==> config.mk <==
export PLATFORM = sky130hd
export DESIGN_NAME = mpu_v2_flat
export DESIGN_NICKNAME = d
export VERILOG_FILES = /design/src/rtl/mpu_v2_if.sv /design/src/rtl/mpu_v2.sv /design/src/flat_wrapper.sv
export SDC_FILE = /design/constraint.sdc
export NUM_CORES = 2
export LEC_CHECK = 0
export CORE_AREA = 2 2 315 317
export DETAILED_ROUTE_END_ITERATION = 8
export DIE_AREA = 0 0 317 319
export GPL_TIMING_DRIVEN = 0
export PLACE_DENSITY = 0.65
export SYNTH_ARGS = -nofsm -noshare
export SYNTH_HDL_FRONTEND = slang
export SYNTH_SLANG_ARGS = --single-unit
==> constraint.sdc <==
create_clock -name clk -period 5.4 [get_ports clk]
set_input_delay 1.08 -clock clk [delete_from_list [all_inputs] [get_ports clk]]
set_output_delay 1.08 -clock clk [all_outputs]
set_load 0.1 [all_outputs]
==> src/rtl/mpu_v2_if.sv <==
// Signal bundle for mpu_v2: update stream, memory read/write ports, MGU output
// and status. master = the update engine, slave = its environment.
interface mpu_v2_if #(
  parameter int VPROP_W = 32,
  parameter int EIDX_W  = 32,
  parameter int EDEG_W  = 32,
  parameter int ADDR_W  = 33,
  parameter int DATA_W  = 256
);
  logic [ADDR_W+VPROP_W-1:0]        upd_data;
  logic                             upd_valid;
  logic                             upd_ready;
  logic [1:0]                       mode;

  logic [ADDR_W-1:0]                rd_addr;
  logic                             rd_start;
  logic                             rd_done;
  logic [DATA_W-1:0]                rd_data;

  logic [ADDR_W-1:0]                wr_addr;
  logic [DATA_W-1:0]                wr_data;
  logic                             wr_start;
  logic                             wr_done;

  logic [VPROP_W+EIDX_W+EDEG_W-1:0] mgu_data;
  logic                             mgu_valid;
  logic                             mgu_ready;

  logic                             busy;
  logic [31:0]                      upd_count;
  logic [31:0]                      act_count;

  modport master (
    input  upd_data, upd_valid, mode, rd_done, rd_data, wr_done, mgu_ready,
    output upd_ready, rd_addr, rd_start, wr_addr, wr_data, wr_start,
           mgu_data, mgu_valid, busy, upd_count, act_count
  );

  modport slave (
    output upd_data, upd_valid, mode, rd_done, rd_data, wr_done, mgu_ready,
    input  upd_ready, rd_addr, rd_start, wr_addr, wr_data, wr_start,
           mgu_data, mgu_valid, busy, upd_count, act_count
  );
endinterface

==> src/rtl/mpu_v2.sv <==
// Vertex property update unit: buffers {addr, value} messages, read-modify-writes
// the vertex word with a MIN/MAX/ADD reduction and forwards activations to the MGU.
module mpu_v2 #(
  parameter int VPROP_W     = 32,
  parameter int VPROP_START = 64,
  parameter int EIDX_W      = 32,
  parameter int EDEG_W      = 32,
  parameter int ADDR_W      = 33,
  parameter int DATA_W      = 256,
  parameter int FIFO_DEPTH  = 4
) (
  input logic       clk,
  input logic       resetn,
  mpu_v2_if.master  bus
);
  localparam int PTR_W      = $clog2(FIFO_DEPTH);
  localparam int MSG_W      = ADDR_W + VPROP_W;
  localparam int TEMP_START = VPROP_START + VPROP_W;

  typedef enum logic [2:0] {
    S_IDLE, S_READ, S_READ_WAIT, S_REDUCE, S_DECIDE, S_WRITE, S_WRITE_WAIT, S_SEND
  } state_e;

  typedef enum logic [1:0] {M_OFF, M_MIN, M_MAX, M_ADD} mode_e;

  state_e state, state_nx;

  // ---------------- update FIFO ----------------
  logic [MSG_W-1:0] fifo_mem [FIFO_DEPTH];
  logic [PTR_W-1:0] wr_ptr, rd_ptr;
  logic [PTR_W:0]   fifo_cnt;
  logic             fifo_full, fifo_empty, push, pop;
  logic [MSG_W-1:0] head;

  assign fifo_full  = (fifo_cnt == (PTR_W+1)'(FIFO_DEPTH));
  assign fifo_empty = (fifo_cnt == '0);
  assign push       = bus.upd_valid && !fifo_full;
  assign pop        = (state == S_IDLE) && !fifo_empty;
  assign head       = fifo_mem[rd_ptr];

  // NOTE: the storage array is deliberately left out of reset; fifo_cnt alone
  // decides which entries are valid, so clearing the array would buy nothing.
  always_ff @(posedge clk) begin
    if (push) fifo_mem[wr_ptr] <= bus.upd_data;
  end

  // NOTE: every sequential update uses <= so all registers sample the values
  // from before the edge, independent of statement order.
  always_ff @(posedge clk) begin
    if (!resetn) begin
      wr_ptr   <= '0;
      rd_ptr   <= '0;
      fifo_cnt <= '0;
    end else begin
      // Power-of-two depth lets the pointers wrap naturally.
      if (push) wr_ptr <= wr_ptr + 1'b1;
      if (pop)  rd_ptr <= rd_ptr + 1'b1;
      case ({push, pop})
        2'b10:   fifo_cnt <= fifo_cnt + 1'b1;
        2'b01:   fifo_cnt <= fifo_cnt - 1'b1;
        default: ;
      endcase
    end
  end

  // ---------------- transaction registers ----------------
  logic [ADDR_W-1:0]  addr_q;
  logic [VPROP_W-1:0] val_q;
  mode_e              mode_q;
  logic [DATA_W-1:0]  word_q;
  logic [VPROP_W-1:0] result_q;
  logic [EIDX_W-1:0]  eidx_q;
  logic [EDEG_W-1:0]  edeg_q;
  logic               wen_q, sen_q;
  logic [DATA_W-1:0]  wdata_q;
  logic [31:0]        upd_cnt, act_cnt;

  // ---------------- reduction ----------------
  logic [VPROP_W-1:0] old_p, old_t, red_result, red_temp;
  logic [EIDX_W-1:0]  eidx;
  logic [EDEG_W-1:0]  edeg;
  logic               red_wen, red_sen;
  logic [DATA_W-1:0]  red_word;

  // NOTE: each always_comb output gets a default before any branch, so no
  // path leaves a value unassigned and no latch is inferred.
  always_comb begin
    old_p      = word_q[VPROP_START +: VPROP_W];
    old_t      = word_q[TEMP_START +: VPROP_W];
    edeg       = word_q[0 +: EDEG_W];
    eidx       = word_q[EDEG_W +: EIDX_W];
    red_result = old_p;
    red_temp   = old_t;
    red_wen    = 1'b0;
    red_sen    = 1'b0;
    case (mode_q)
      M_MIN: begin
        if ((val_q < old_t) && (edeg != '0)) begin
          red_result = val_q;
          red_temp   = val_q;
          red_wen    = 1'b1;
          red_sen    = 1'b1;
        end
      end
      M_MAX: begin
        if ((val_q > old_t) && (edeg != '0)) begin
          red_result = val_q;
          red_temp   = val_q;
          red_wen    = 1'b1;
          red_sen    = 1'b1;
        end
      end
      M_ADD: begin
        // Accumulate into temp-prop only; prop is written back unchanged.
        red_temp = old_t + val_q;
        red_wen  = 1'b1;
      end
      default: ;
    endcase
    red_word = word_q;
    red_word[VPROP_START +: VPROP_W] = red_result;
    red_word[TEMP_START +: VPROP_W]  = red_temp;
  end

  // ---------------- state and datapath registers ----------------
  always_ff @(posedge clk) begin
    if (!resetn) begin
      state    <= S_IDLE;
      addr_q   <= '0;
      val_q    <= '0;
      mode_q   <= M_OFF;
      word_q   <= '0;
      result_q <= '0;
      eidx_q   <= '0;
      edeg_q   <= '0;
      wen_q    <= 1'b0;
      sen_q    <= 1'b0;
      wdata_q  <= '0;
      upd_cnt  <= '0;
      act_cnt  <= '0;
    end else begin
      state <= state_nx;
      if (pop) begin
        addr_q <= head[MSG_W-1 -: ADDR_W];
        val_q  <= head[VPROP_W-1:0];
        mode_q <= mode_e'(bus.mode);
        if (upd_cnt != '1) upd_cnt <= upd_cnt + 32'd1;
      end
      if ((state == S_READ_WAIT) && bus.rd_done) word_q <= bus.rd_data;
      if (state == S_REDUCE) begin
        result_q <= red_result;
        eidx_q   <= eidx;
        edeg_q   <= edeg;
        wen_q    <= red_wen;
        sen_q    <= red_sen;
        wdata_q  <= red_word;
      end
      if ((state == S_SEND) && bus.mgu_ready && (act_cnt != '1)) act_cnt <= act_cnt + 32'd1;
    end
  end

  // ---------------- next state and strobes ----------------
  always_comb begin
    state_nx      = state;
    bus.rd_start  = 1'b0;
    bus.wr_start  = 1'b0;
    bus.mgu_valid = 1'b0;
    case (state)
      S_IDLE:       if (!fifo_empty) state_nx = S_READ;
      S_READ: begin
        bus.rd_start = 1'b1;
        state_nx     = S_READ_WAIT;
      end
      S_READ_WAIT:  if (bus.rd_done) state_nx = S_REDUCE;
      S_REDUCE:     state_nx = S_DECIDE;
      S_DECIDE:     state_nx = wen_q ? S_WRITE : S_IDLE;
      S_WRITE: begin
        bus.wr_start = 1'b1;
        state_nx     = S_WRITE_WAIT;
      end
      S_WRITE_WAIT: if (bus.wr_done) state_nx = sen_q ? S_SEND : S_IDLE;
      S_SEND: begin
        bus.mgu_valid = 1'b1;
        if (bus.mgu_ready) state_nx = S_IDLE;
      end
      default:      state_nx = S_IDLE;
    endcase
  end

  assign bus.upd_ready = !fifo_full;
  assign bus.rd_addr   = addr_q;
  assign bus.wr_addr   = addr_q;
  assign bus.wr_data   = wdata_q;
  assign bus.mgu_data  = {result_q, eidx_q, edeg_q};
  assign bus.busy      = (state != S_IDLE) || !fifo_empty;
  assign bus.upd_count = upd_cnt;
  assign bus.act_count = act_cnt;
endmodule

==> src/flat_wrapper.sv <==
// flat-port wrapper written by rule: the top's interface ports become plain ports
module mpu_v2_flat 
#(
  parameter int VPROP_W     = 32,
  parameter int VPROP_START = 64,
  parameter int EIDX_W      = 32,
  parameter int EDEG_W      = 32,
  parameter int ADDR_W      = 33,
  parameter int DATA_W      = 256,
  parameter int FIFO_DEPTH  = 4
)
  (clk, resetn, bus_upd_data, bus_upd_valid, bus_mode, bus_rd_done, bus_rd_data, bus_wr_done, bus_mgu_ready, bus_upd_ready, bus_rd_addr, bus_rd_start, bus_wr_addr, bus_wr_data, bus_wr_start, bus_mgu_data, bus_mgu_valid, bus_busy, bus_upd_count, bus_act_count);
  mpu_v2_if #(.VPROP_W(VPROP_W), .EIDX_W(EIDX_W), .EDEG_W(EDEG_W), .ADDR_W(ADDR_W), .DATA_W(DATA_W)) bus_i ();
  input logic clk;
  input logic resetn;
  input wire logic [$bits(bus_i.upd_data)-1:0] bus_upd_data;
  input wire logic [$bits(bus_i.upd_valid)-1:0] bus_upd_valid;
  input wire logic [$bits(bus_i.mode)-1:0] bus_mode;
  input wire logic [$bits(bus_i.rd_done)-1:0] bus_rd_done;
  input wire logic [$bits(bus_i.rd_data)-1:0] bus_rd_data;
  input wire logic [$bits(bus_i.wr_done)-1:0] bus_wr_done;
  input wire logic [$bits(bus_i.mgu_ready)-1:0] bus_mgu_ready;
  output wire logic [$bits(bus_i.upd_ready)-1:0] bus_upd_ready;
  output wire logic [$bits(bus_i.rd_addr)-1:0] bus_rd_addr;
  output wire logic [$bits(bus_i.rd_start)-1:0] bus_rd_start;
  output wire logic [$bits(bus_i.wr_addr)-1:0] bus_wr_addr;
  output wire logic [$bits(bus_i.wr_data)-1:0] bus_wr_data;
  output wire logic [$bits(bus_i.wr_start)-1:0] bus_wr_start;
  output wire logic [$bits(bus_i.mgu_data)-1:0] bus_mgu_data;
  output wire logic [$bits(bus_i.mgu_valid)-1:0] bus_mgu_valid;
  output wire logic [$bits(bus_i.busy)-1:0] bus_busy;
  output wire logic [$bits(bus_i.upd_count)-1:0] bus_upd_count;
  output wire logic [$bits(bus_i.act_count)-1:0] bus_act_count;
  assign bus_i.upd_data = bus_upd_data;
  assign bus_i.upd_valid = bus_upd_valid;
  assign bus_i.mode = bus_mode;
  assign bus_i.rd_done = bus_rd_done;
  assign bus_i.rd_data = bus_rd_data;
  assign bus_i.wr_done = bus_wr_done;
  assign bus_i.mgu_ready = bus_mgu_ready;
  assign bus_upd_ready = bus_i.upd_ready;
  assign bus_rd_addr = bus_i.rd_addr;
  assign bus_rd_start = bus_i.rd_start;
  assign bus_wr_addr = bus_i.wr_addr;
  assign bus_wr_data = bus_i.wr_data;
  assign bus_wr_start = bus_i.wr_start;
  assign bus_mgu_data = bus_i.mgu_data;
  assign bus_mgu_valid = bus_i.mgu_valid;
  assign bus_busy = bus_i.busy;
  assign bus_upd_count = bus_i.upd_count;
  assign bus_act_count = bus_i.act_count;
  mpu_v2 #(.VPROP_W(VPROP_W), .VPROP_START(VPROP_START), .EIDX_W(EIDX_W), .EDEG_W(EDEG_W), .ADDR_W(ADDR_W), .DATA_W(DATA_W), .FIFO_DEPTH(FIFO_DEPTH)) u_core (.clk(clk), .resetn(resetn), .bus(bus_i));
endmodule
After elaboration in Yosys (flattened, before gate mapping)
Memories as Yosys holds them, arrays and structs flattened. A register that Yosys moved wholly into a read port is not among the register bits.
Index checks and enable logic that the tools add are counted.

word-level totals
  flip-flop bits (word level) = 686
  RAM bits = 260
  bits of input ports = 329
  output and inout port bits = 487
  word-level logic and storage cells = 84
  memories = 1

memories
  name             words  width  read ports  clocked after Yosys merged registers in  write ports  RTL line      RTL
  u_core.fifo_mem  4      65     1           1                                        1            mpu_v2.sv:29  logic [MSG_W-1:0] fifo_mem [FIFO_DEPTH];

cells by class
  add/subtract/negate cells = 7
  $lt $le $gt $ge = 2
  equality and inequality tests = 19
  multiplexer cells = 23
  reduce and logical (&&, ||, !) cells = 18

operators with widths
  kind                                                  count
  two-way mux 32 bit                                    4
  case mux 32 bit (3 select lines)                      1
  adder 32 x 1 -> 32 bit (second input constant)        2
  inequality test 32 bit (second input constant)        2
  case mux 32 bit (2 select lines)                      1
  adder 32 bit                                          1
  > comparator 32 bit                                   1
  less-than comparator 32 bit                           1
  nonzero test 32 bit                                   1
  case mux 3 bit (8 select lines)                       1
  two-way mux 3 bit                                     6
  equality test 3 bit (second input constant)           5
  inequality test 2 bit (second input constant)         4
  logical AND 1 bit                                     7
  two-way mux 1 bit                                     7
  equality test 2 bit (second input constant)           3
  equality test 3 x 2 -> 1 bit (second input constant)  2
  logical NOT 3 bit                                     2
  case mux 3 bit (2 select lines)                       1
  adder 2 x 1 -> 2 bit (second input constant)          2
  equality test 2 x 1 -> 1 bit (second input constant)  2
  AND reduction 4 bit                                   1
  adder 3 x 1 -> 3 bit (second input constant)          1
  equality test 3 x 1 -> 1 bit (second input constant)  1
  other kinds (8)                                       10

Logic depth before layout (Yosys ltp)
  word-level depth = 5
  gate-level depth with buffers = 14
  depth with buffers taken out = 12

Worst setup path after synthesis
No wires, ideal clock.

  path type = register to register
  from = reg u_core.act_cnt[6], in the netlist u_core.bus.act_count[6]
  to = reg u_core.act_cnt[31], in the netlist u_core.bus.act_count[31]
  library setup time = 0.115 ns
  data arrival time = 3.271 ns
  data required time = 5.285 ns
  setup slack = 2.015 ns
  stages on the path, launching flop included = 10
  path buffers = 0
  period minus slack after synthesis = 3.385 ns
  cells stage by stage = dfxtp_1 -> nand4_1 -> nor4_4 -> and4_1 -> and4_1 -> nand4_1 -> or3_1 -> nor3_2 -> xor2_1 -> and2_1

on the way
  word-level cells in the longest chain between the ends = 2
  elaborated cells on any way between the ends = 3
  classes of those cells = add/sub: 1; eq/ne: 1; reduce/logical: 1

RTL lines
  what                                                                            RTL line       RTL
  start: declaration                                                              mpu_v2.sv:76   logic [31:0] upd_cnt, act_cnt;
  start signal: assignment                                                        mpu_v2.sv:158  if ((state == S_SEND) && bus.mgu_ready && (act_cnt != '1)) act_cnt <= act_cnt + 32'd1;
  parallel branches: the longest is 2 deep, another holds adder 32 x 1 -> 32 bit  -

Several ways; the timed one is not identified.
A chain may end at the register's enable or synchronous reset.

Worst setup path after layout
  from = reg u_core.word_q[102]
  to = reg u_core.wdata_q[127], in the netlist u_core.bus.wr_data[127]

on the way
  word-level cells in the longest chain between the ends = 4
  elaborated cells on any way between the ends = 8
  classes of those cells = add/sub: 1; order compare: 2; mux: 3; reduce/logical: 2

RTL lines
  what                                                                RTL line                     RTL
  start: declaration                                                  mpu_v2.sv:70                 logic [DATA_W-1:0] word_q;
  start signal: assignment                                            mpu_v2.sv:149                if ((state == S_READ_WAIT) && bus.rd_done) word_q <= bus.rd_data;
  > comparator 32 bit or less-than comparator 32 bit (tied branches)  mpu_v2.sv:106, mpu_v2.sv:98
  logical AND 1 bit (on tied branches)                                mpu_v2.sv:106, mpu_v2.sv:98
  two-way mux 32 bit (on tied branches)                               mpu_v2.sv:106, mpu_v2.sv:98
  case mux 32 bit (3 select lines) *                                  mpu_v2.sv:96                 case (mode_q)
  end signal: assignment                                              mpu_v2.sv:156                wdata_q <= red_word;
  end: declaration                                                    mpu_v2.sv:75                 logic [DATA_W-1:0] wdata_q;

Mark *: on every way between the ends. The rest lies on a longest branch, timed or not.

==> impl_metrics.toml <==
[worst_setup_path]
path_class = "reg -> reg"
rr_endpoint = "u_core.bus.wr_data[127]"
required_ns = 5.98
arrival_ns = 4.68
setup.worst_path.end_class = "register"
worst-r2r-setup-slack_ns = 1.30
start_kind = "register"
ff2ff_path_depth = 11
path_max_fanout = 5
worstReg2RegStart = "u_core.word_q[102]"

[timing]
min_period_over_period = 0.760
finalClockSkew_ns = 0.0620
final-hold-violation-count = 0
rsz0062_at_grt = "no"
achievable-frequency_mhz = 244
worst_pin_slew_ns = 1.44
timing_max_transition_violations_final = 0
max_slew_margin = 0.0386
minimum_clock_period_ns = 4.10
setup-tns-final_ns = 0
setup_viol_count_final = 0

[cts]
ctsRootBufferMaster = "sky130_fd_sc_hd__clkbuf_16"
tritoncts_clock_tree = "built"
tritoncts.num_buffers = 97
cts_hold_repair.buffers = 0
cts_setup_buffers = 0
longest_clk_path_bufs = 3
clock_sinks = 915
worst_setup_hold_path_clk_slew_ns = 0.06
cts_resized = 0
htree_depth = 3
worstSkewPairLatency_ns = 0.71

[logic_synthesis]
asyncSetResetFlopFracSynth = 0
synth_area_leader_cell = "sky130_fd_sc_hd__dfxtp_1"
yosys_warnings = 0
number_of_synthesized_flops_with_an_enable_pin = 260
synth_area_um2 = 39300
syn-num-nets = 4419
synth_seq_cells = 915
largest_cells_by_area_after_synthesis = "sky130_fd_sc_hd__dfxtp_1, sky130_fd_sc_hd__edfxtp_1, sky130_fd_sc_hd__nand2_1, sky130_fd_sc_hd__a21boi_0, sky130_fd_sc_hd__mux4_2"
post_synth_num_cell_types = 76
synth_top_area_share = 0.333
synthesis.area_per_instance_um2 = 9.80
post_synth_inst_count = 4014
ys_dominant_reg_cell = "sky130_fd_sc_hd__dfxtp_1"
yosysSeqAreaShare = 0.532

[job]
max_cap_viol_count = 0

[routing]
detail_route.wirelength_mm = 146
detailroute.via_count = 33000
remaining_number_of_nets_flagged_by_the_antenna_check_after_routing = 0
first_iter_violations = 2755
drc = 0
via_per_inst = 5.23
drt_pass1_iterations = 5
wl_per_cell_um = 23.1

[place]
routabilityCongestion = 0.962
placement.io_buffers = 815
total_placed_cells_including_tap_cells = 6120
place_hpwl_mm = 113

[min_path]
hold_path_startpoint = "u_core.word_q[63]"
worst_hold_path_type = "reg -> reg"
worst_hold_path.num_cells = 2
worst_hold_path.endpoint = "u_core.bus.wr_data[63]"

[floorplan]
num_rows = 115
floorplan.io_pins = 816
total_die_area_um2 = 101000
chipHeight_um = 319
initial_cell_density_of_the_core = 0.403
floorplan.die.width_um = 317
core_region_area_um2 = 97700

[global_route]
gr-usage-all-layers = 0.280
antenna_found_initial = 37
grt_start_max_net_pins = 56
global_route_wire_length_before_repair_mm = 209
grt.overflow.total = 0
via_count_of_the_first_global_routing_pass = 31300

[power]
p_leak_nw = 17.8
peakVddDrop_mv = 0.502
power-per-cell-area_nw_per_um2 = 451

[layout]
finish.cell_count_without_fillers = 6317
share_of_post_route_cells_with_drive_strength_above_1 = 0.0837
area_growth_syn_to_layout_pct = 33.7
design.final.nets = 5337

[status]
status = "complete, no violations"
-- how the worst max path moves through the flow --
stage                                  from                  endpoint  slack, ns  depth (start not counted)
finish                   u_core.word_q[102]   u_core.bus.wr_data[127]       1.30                         11
global route             u_core.fifo_cnt[2]        u_core.fifo_cnt[2]       0.96                         11
CTS                      u_core.fifo_cnt[2]        u_core.fifo_cnt[2]       1.19                         11
detailed placement                   resetn     u_core.bus.wr_data[0]       1.18                          5
global placement              bus_upd_valid     u_core.fifo_mem[0][7]       0.52                          2
floorplan           u_core.bus.act_count[6]  u_core.bus.act_count[31]       2.01                          9
-- critical path, cell delays in order (launching register included) --
cell,delay (ns)
sky130_fd_sc_hd__dfxtp_1,0.50
sky130_fd_sc_hd__inv_1,0.11
sky130_fd_sc_hd__ha_1,0.39
sky130_fd_sc_hd__nor2b_1,0.08
sky130_fd_sc_hd__a2111oi_0,0.81
sky130_fd_sc_hd__a211oi_1,0.25
sky130_fd_sc_hd__or3_2,0.58
sky130_fd_sc_hd__a221oi_2,0.41
sky130_fd_sc_hd__o221ai_2,0.17
sky130_fd_sc_hd__xnor2_1,0.21
sky130_fd_sc_hd__and3_1,0.20
sky130_fd_sc_hd__a221o_1,0.25
-- cells in the mapped netlist, types with 24 or more instances --
cell type,count
sky130_fd_sc_hd__edfxtp_1,260
sky130_fd_sc_hd__mux4_2,65
sky130_fd_sc_hd__nand4_1,28
sky130_fd_sc_hd__inv_1,76
sky130_fd_sc_hd__and2_1,72
sky130_fd_sc_hd__a21boi_0,523
sky130_fd_sc_hd__nor3_1,34
sky130_fd_sc_hd__or3_1,24
sky130_fd_sc_hd__xnor2_1,66
sky130_fd_sc_hd__a221oi_1,25
sky130_fd_sc_hd__nand2_1,1134
sky130_fd_sc_hd__a21oi_1,88
sky130_fd_sc_hd__a31oi_1,28
sky130_fd_sc_hd__clkbuf_1,236
sky130_fd_sc_hd__nand3_1,61
sky130_fd_sc_hd__dfxtp_1,655
sky130_fd_sc_hd__buf_4,130
sky130_fd_sc_hd__nor2_1,64
sky130_fd_sc_hd__ha_1,74
sky130_fd_sc_hd__o21ai_0,51
sky130_fd_sc_hd__o211ai_1,37
-- per-stage QoR --
step           utilization  hold WS, ns  cell area, um^2  power, mW  setup WS (ns)
2_1_floorplan            -        0.426            39300       14.1           2.01
3_3_place_gp         0.503        0.445            49100       16.8          0.521
3_5_place_dp         0.504        0.455            49200       16.9           1.18
4_1_cts              0.538        0.444            52600       23.8           1.19
5_1_grt              0.538        0.476            52600       24.6          0.963
6_report             0.538        0.444            52600       23.7           1.30
-- registers in the layout (all words and copies together), names as in the netlist --
register	flops
u_core.bus.act_count	32
u_core.bus.rd_addr	33
u_core.bus.upd_count	32
u_core.bus.wr_data	256
u_core.fifo_cnt	3
u_core.fifo_mem	260
u_core.mode_q	2
u_core.rd_ptr	2
u_core.sen_q	1
u_core.state	3
u_core.val_q	32
u_core.wen_q	1
u_core.word_q	256
u_core.wr_ptr	2
-- where the power goes --
| group | leakage, nW | total (mW) | internal (mW) | switching (mW) |
|---|---|---|---|---|
| clock | 1.62 | 6.90 | 3.98 | 2.92 |
| sequential | 7.68 | 8.42 | 7.78 | 0.644 |
| combinational | 8.55 | 8.38 | 2.47 | 5.92 |
-- metal layers --
metal	routed length (um)	up-vias	global-route usage
li1	-	15500	-
met1	61800	16000	0.367
met2	68300	1238	0.456
met3	12000	226	0.0685
met4	4040	28	0.0840
met5	174	-	0
-- cells in the final DEF, fill, tap and decap left out, types with 17 or more instances in the layout --
cell type	Yosys	layout
sky130_fd_sc_hd__a31oi_1	28	28
sky130_fd_sc_hd__or3_1	24	24
sky130_fd_sc_hd__mux2_2	17	17
sky130_fd_sc_hd__nor2b_1	20	20
sky130_fd_sc_hd__nor3_1	34	34
sky130_fd_sc_hd__dfxtp_1	655	655
sky130_fd_sc_hd__clkdlybuf4s50_1	0	815
sky130_fd_sc_hd__inv_1	76	76
sky130_fd_sc_hd__a221oi_1	25	25
sky130_fd_sc_hd__o211ai_1	37	37
sky130_fd_sc_hd__mux4_2	65	65
sky130_fd_sc_hd__clkinv_2	0	17
sky130_fd_sc_hd__and2_1	72	72
sky130_fd_sc_hd__ha_1	74	74
sky130_fd_sc_hd__clkbuf_16	0	100
sky130_fd_sc_hd__nand4_1	28	28
sky130_fd_sc_hd__buf_4	130	130
sky130_fd_sc_hd__o21ai_0	51	51
sky130_fd_sc_hd__clkbuf_8	0	19
sky130_fd_sc_hd__edfxtp_1	260	260
sky130_fd_sc_hd__nand2_1	1134	1134
sky130_fd_sc_hd__nor4b_1	17	17
sky130_fd_sc_hd__a21oi_1	88	88
sky130_fd_sc_hd__xnor2_1	66	66
sky130_fd_sc_hd__a21boi_0	523	523
sky130_fd_sc_hd__nand3_1	61	61
sky130_fd_sc_hd__nor2_1	64	64
sky130_fd_sc_hd__xor2_1	19	19
sky130_fd_sc_hd__clkbuf_1	236	256
-- cell type report --
type                    instances  area [um^2]
clock inverters                42          487
plain buffers                 394         1990
inverters                      77          289
flip-flops and latches        915        20900
diodes                         15         37.5
fillers                      8922        45100
multi-input cells            2628        16200
repair buffers                819         8270
clock buffers                 140         2840
well taps                    1287         1610
-- logic make-up after synthesis --
logic type | count (synthesis) | share of synthesized area
AOI/OAI and AO/OA | 835 | 0.153
xor gates and xnor gates | 85 | 0.0189
adders and majority gates | 76 | 0.0246
buffers and inverters | 471 | 0.0580
DFF | 915 | 0.532
muxes | 97 | 0.0462
and+or+nand+nor | 1535 | 0.168
No activity file was read; power rests on OpenSTA's default activity.
